==> config.mk <==
export PLATFORM = sky130hd
export DESIGN_NAME = led_divider_bank
export DESIGN_NICKNAME = d
export VERILOG_FILES = /design/src/rtl/led_divider_bank.sv
export SDC_FILE = /design/constraint.sdc
export NUM_CORES = 1
export LEC_CHECK = 0
export ABC_AREA = 1
export CAP_MARGIN = 40
export CORE_UTILIZATION = 60
export CTS_CLUSTER_DIAMETER = 100
export DETAILED_ROUTE_END_ITERATION = 7
export PLACE_DENSITY = 0.9
export SETUP_SLACK_MARGIN = 0.5
export SYNTH_ARGS = -nofsm -noshare
export SYNTH_HDL_FRONTEND = slang
export SYNTH_SLANG_ARGS = --single-unit
==> constraint.sdc <==
create_clock -name clock_i -period 4.1 [get_ports clock_i]
set_input_delay 1.23 -clock clock_i [delete_from_list [all_inputs] [get_ports clock_i]]
set_output_delay 1.23 -clock clock_i [all_outputs]
set_load 0.01 [all_outputs]
==> src/rtl/led_divider_bank.sv <==
// Bank of independent LED divider channels. Each channel counts enabled clocks
// over a period of P+1 and drives its LED in one of four modes:
// off, toggle (square wave), pulse (one clock per period), or PWM.
module led_divider_bank #(
  parameter int unsigned CHANNELS = 4,
  parameter int unsigned CNT_W    = 26,
  parameter int unsigned IDX_W    = 2
) (
  input  logic                clock_i,
  input  logic                reset_i,
  input  logic [CHANNELS-1:0] enable_i,
  input  logic                load_i,
  input  logic [IDX_W-1:0]    load_ch_i,
  input  logic [CNT_W-1:0]    load_period_i,
  input  logic [CNT_W-1:0]    load_duty_i,
  input  logic [1:0]          load_mode_i,
  output logic [CHANNELS-1:0] out_o,
  output logic [CHANNELS-1:0] tick_o
);

  typedef enum logic [1:0] {
    ModeOff    = 2'd0,
    ModeToggle = 2'd1,
    ModePulse  = 2'd2,
    ModePwm    = 2'd3
  } mode_e;

  logic [CNT_W-1:0]    period_q [CHANNELS];
  logic [CNT_W-1:0]    period_d [CHANNELS];
  logic [CNT_W-1:0]    duty_q   [CHANNELS];
  logic [CNT_W-1:0]    duty_d   [CHANNELS];
  logic [CNT_W-1:0]    cnt_q    [CHANNELS];
  logic [CNT_W-1:0]    cnt_d    [CHANNELS];
  logic [CNT_W-1:0]    cnt_nxt  [CHANNELS];
  mode_e               mode_q   [CHANNELS];
  mode_e               mode_d   [CHANNELS];
  logic [CHANNELS-1:0] out_q, out_d;
  logic [CHANNELS-1:0] tick_q, tick_d;
  logic [CHANNELS-1:0] load_sel, active, term;

  // Next-state for every channel: load wins over counting, OFF forces idle.
  always_comb begin
    for (int i = 0; i < CHANNELS; i++) begin
      period_d[i] = period_q[i];
      duty_d[i]   = duty_q[i];
      mode_d[i]   = mode_q[i];
      cnt_d[i]    = cnt_q[i];
      out_d[i]    = out_q[i];
      tick_d[i]   = 1'b0;

      // Out-of-range indices never match any channel, so they are ignored.
      load_sel[i] = load_i && (int'(load_ch_i) == i);
      active[i]   = enable_i[i] && (mode_q[i] != ModeOff);
      term[i]     = active[i] && (cnt_q[i] == period_q[i]);
      cnt_nxt[i]  = term[i] ? '0 : cnt_q[i] + CNT_W'(1);

      if (load_sel[i]) begin
        period_d[i] = load_period_i;
        duty_d[i]   = load_duty_i;
        mode_d[i]   = mode_e'(load_mode_i);
        cnt_d[i]    = '0;
        out_d[i]    = 1'b0;
      end else if (mode_q[i] == ModeOff) begin
        cnt_d[i] = '0;
        out_d[i] = 1'b0;
      end else if (active[i]) begin
        cnt_d[i]  = cnt_nxt[i];
        tick_d[i] = term[i];
        case (mode_q[i])
          ModeToggle: out_d[i] = out_q[i] ^ term[i];
          ModePulse:  out_d[i] = term[i];
          ModePwm:    out_d[i] = (cnt_nxt[i] < duty_q[i]);
          default:    out_d[i] = 1'b0;
        endcase
      end else if (mode_q[i] == ModePulse) begin
        // Pulse output mirrors tick, which is low while disabled.
        out_d[i] = 1'b0;
      end
    end
  end

  // Channel state registers with synchronous reset to OFF.
  always_ff @(posedge clock_i) begin
    if (reset_i) begin
      for (int i = 0; i < CHANNELS; i++) begin
        period_q[i] <= '0;
        duty_q[i]   <= '0;
        mode_q[i]   <= ModeOff;
        cnt_q[i]    <= '0;
      end
      out_q  <= '0;
      tick_q <= '0;
    end else begin
      for (int i = 0; i < CHANNELS; i++) begin
        period_q[i] <= period_d[i];
        duty_q[i]   <= duty_d[i];
        mode_q[i]   <= mode_d[i];
        cnt_q[i]    <= cnt_d[i];
      end
      out_q  <= out_d;
      tick_q <= tick_d;
    end
  end

  assign out_o  = out_q;
  assign tick_o = tick_q;

endmodule

==> reports/summary.txt <==
clock buffer depth - 3
Initial Util - 61.1%
sw power - 0.00217 W
total CTS buffers - 37
Ant. Diodes - 0
pin count of the biggest net entering global routing - 92
Post-synth ARST share - 0%
Lkg Pwr - 9.34 nW
Hold WC Path Type - flop to flop
GRT Overall Usage - 36.4%
drt total wl - 58200 um
Final WS setup - 0.587 ns
post-DP HPWL - 41000 um
CTS tree - built
synthesized area - 18700 um^2
Worst-Margin Slew - 0.886 ns
share of cells above drive strength 1 - 7.91%
maximum vdd drop - 0.294 mV
number of port buffers - 70
post-synth cell types - 49
Seq cells post-synth - 328
kind of critical path - input port to flop
vias in the first global route - 17100
CTS sink cnt - 328
Rows - 64
hold-fix buffers at CTS - 0
NumNets Final - 2885
worst path bufs/invs - 4
sequential fraction of the synthesis area - 35.1%
H-tree levels - 2
Synth Flop Type - dfxtp_1
die area - 31900 um^2
P&R area growth vs syn - 13.1%
global-route wire length before repair - 89600 um
CP endpoint kind - flop
Crit Path Max Fanout - 6
DR vias - 18300
syn avg cell area - 7.02 um^2
Comb power frac - 14.2%
Int Pwr - 0.00573 W
CTS Root Cell - clkbuf_16
Chip Height - 179 um
Post-synth EDFFs - 0
unrepaired setup endpoints after global routing - yes
final hold violations - 0
DRC - 0
antenna violations before repair - 1
DRT iter0 DRCs - 1826
sw frac - 27.4%
endpoints failing setup - 0
outcome - finished, final reports clean
GRT Residual Overflow - 0
delay-heaviest family, CP - simple AND/OR/NAND/NOR gates
Worst path slowest cell - clkdlybuf4s50_1
Post-Route Skew - 0.0201 ns
Synth Net Count - 2833
GRT busiest layer - met2
CP most frequent cell - nand2_1
maxcap violations - 0
required time worst endpoint - 4.51 ns
yosys warns - 0
Top Ports - 71
met3 Use GR - 4.45%
Via density - 5.83
GPL Wtd Cong - 1.02
Power Density - 373 nW/um^2
Min Clock Period, post-route - 3.51 ns
Util after Layout - 69.1%
number of routed nets with antenna violations - 0
Hold Slack - 0.470 ns
Max Fclk - 285 MHz
Syn Inst Count - 2666
worst relative slew slack - 40.9%
r2r setup slk - 0.81 ns
Clk Latency, worst-skew pair - 0.53 ns
DRT Pass-1 Iters - 7
crit path DAT - 3.93 ns
met1 usage in global routing - 46.7%
Final Slew Violations - 0
DP Worst Slack - -0.0981 ns
Core Area - 30700 um^2
met2 Track Usage GR - 57.6%
Routed wire per std cell - 18.5 um
worst-path cell chain - clkdlybuf4s50_1 -> inv_1 -> nor2_2 -> nand2_1 -> nor2_1 -> nand2_1 -> nor2_4 -> nand2_4 -> buf_4 -> nand3_1 -> inv_1 -> ha_1 -> nand2_1 -> or4_1 -> o221a_2 -> nand2_1 -> a21oi_1
Clock power frac - 42.6%
crit start category - input port
clock slew at reported path FFs - 0.06 ns
crit-path max cell delay - 0.48 ns
register share of total power - 43.3%
final worst-path cycle share - 85.7%
Die X - 179 um
[stage by stage]
step,std cells,TNS [ns],instance area [um^2],power [W]
after floorplan,2666,0,18700,0.00415
after global placement,3066,-0.0219,19900,0.00452
after detailed placement,3067,-0.112,19900,0.00455
after CTS,3130,0,21100,0.00787
after global routing,3138,0,21200,0.00814
final,3138,0,21200,0.00790
[path summary, 6_finish.rpt]
path / cells after the start / start / end
max: 17 / enable_i[1] / out_o[1]
min: 2 / duty_q[2][0] / duty_q[2][0]
max reg2reg: 17 / cnt_q[2][1] / out_o[2]
min reg2reg: 2 / duty_q[2][0] / duty_q[2][0]
[state kept, by name, summed over array words and instances, names as in the netlist]
name / cells
cnt_q: 104
duty_q: 104
period_q: 104
mode_q: 8
out_o: 4
tick_o: 4
[cells by family (layout without fill, tap and decap cells)]
kind of cell    after synthesis  after routing  synth area share [%]
compound gates              537            537                  17.2
xor+xnor                    116            116                  5.43
fa+ha+maj                   104            104                  6.95
buf+inv                     486            561                  9.84
flops                       328            328                  35.1
simple gates               1095           1096                  25.5
[power by group through the flow]
stage                     Combinational (W)  Clock [W]  Sequential [W]
after floorplan                    0.000701          0         0.00345
after global placement              0.00104          0         0.00348
after detailed placement            0.00107          0         0.00348
after CTS                           0.00108    0.00337         0.00342
after global routing                0.00122    0.00349         0.00343
final                               0.00112    0.00336         0.00342
[worst min-delay path: cells and delay by family (launching register included)]
family	cells	cell delay, ns
AOI/OAI and AO/OA	1	0.05
and+or+nand+nor	1	0.06
DFF	1	0.31
[cell usage after synthesis, drive strengths merged (57+ instances only)]
cell type | number | area (um^2)
xor2 | 59 | 517
o21ai | 124 | 621
a21oi | 221 | 1110
clkbuf | 93 | 350
nand2 | 549 | 2090
nand3 | 75 | 395
ha | 104 | 1300
inv | 376 | 1410
a211oi | 162 | 1230
dfxtp | 328 | 6570
nor2 | 313 | 1270
xnor2 | 57 | 499
[cell type report]
type | count | area [um^2]
Clock buffer | 54 | 1050
Clock inverter | 9 | 148
Fill cell | 2525 | 9480
Inverter | 377 | 1420
Multi-Input combinational cell | 1853 | 10400
Sequential cell | 328 | 6570
Tap cell | 396 | 495
Timing Repair Buffer | 121 | 1110
[routing by layer]
layer	routed length, um	part of all wire (%)
met1	23800	41
met4	4240	7.3
met3	4640	8.0
met5	0	0
met2	25400	44
[what timing repair did]
item                                    CTS  global route
pin swaps                                 0             6
gates resized for setup                   3            17
cloned                                    0             1
endpoints found under the setup margin    2             4
buffers inserted                          0             7
[layout by cell type (no fill, tap or decap), types with 8 or more instances in the layout]
| cell type | synthesis | layout |
|---|---|---|
| nand2_1 | 538 | 537 |
| nor3_2 | 8 | 12 |
| inv_2 | 15 | 15 |
| nor2_1 | 293 | 291 |
| nor3b_1 | 8 | 8 |
| nand2_2 | 11 | 11 |
| a21oi_1 | 219 | 219 |
| buf_4 | 1 | 47 |
| clkbuf_1 | 92 | 11 |
| nor2_2 | 11 | 11 |
| dfxtp_1 | 328 | 327 |
| xnor2_1 | 57 | 57 |
| nand4_1 | 44 | 44 |
| inv_1 | 361 | 361 |
| ha_1 | 104 | 104 |
| a211oi_1 | 160 | 156 |
| clkbuf_16 | 0 | 37 |
| nor3_1 | 30 | 26 |
| clkdlybuf4s50_1 | 0 | 67 |
| nor2_4 | 9 | 11 |
| xor2_1 | 59 | 59 |
| nand3_1 | 71 | 70 |
| nor4_1 | 26 | 26 |
| or2_1 | 9 | 8 |
| o21ai_0 | 122 | 122 |
| or2_2 | 24 | 24 |
(Power assumes the default switching activity.)
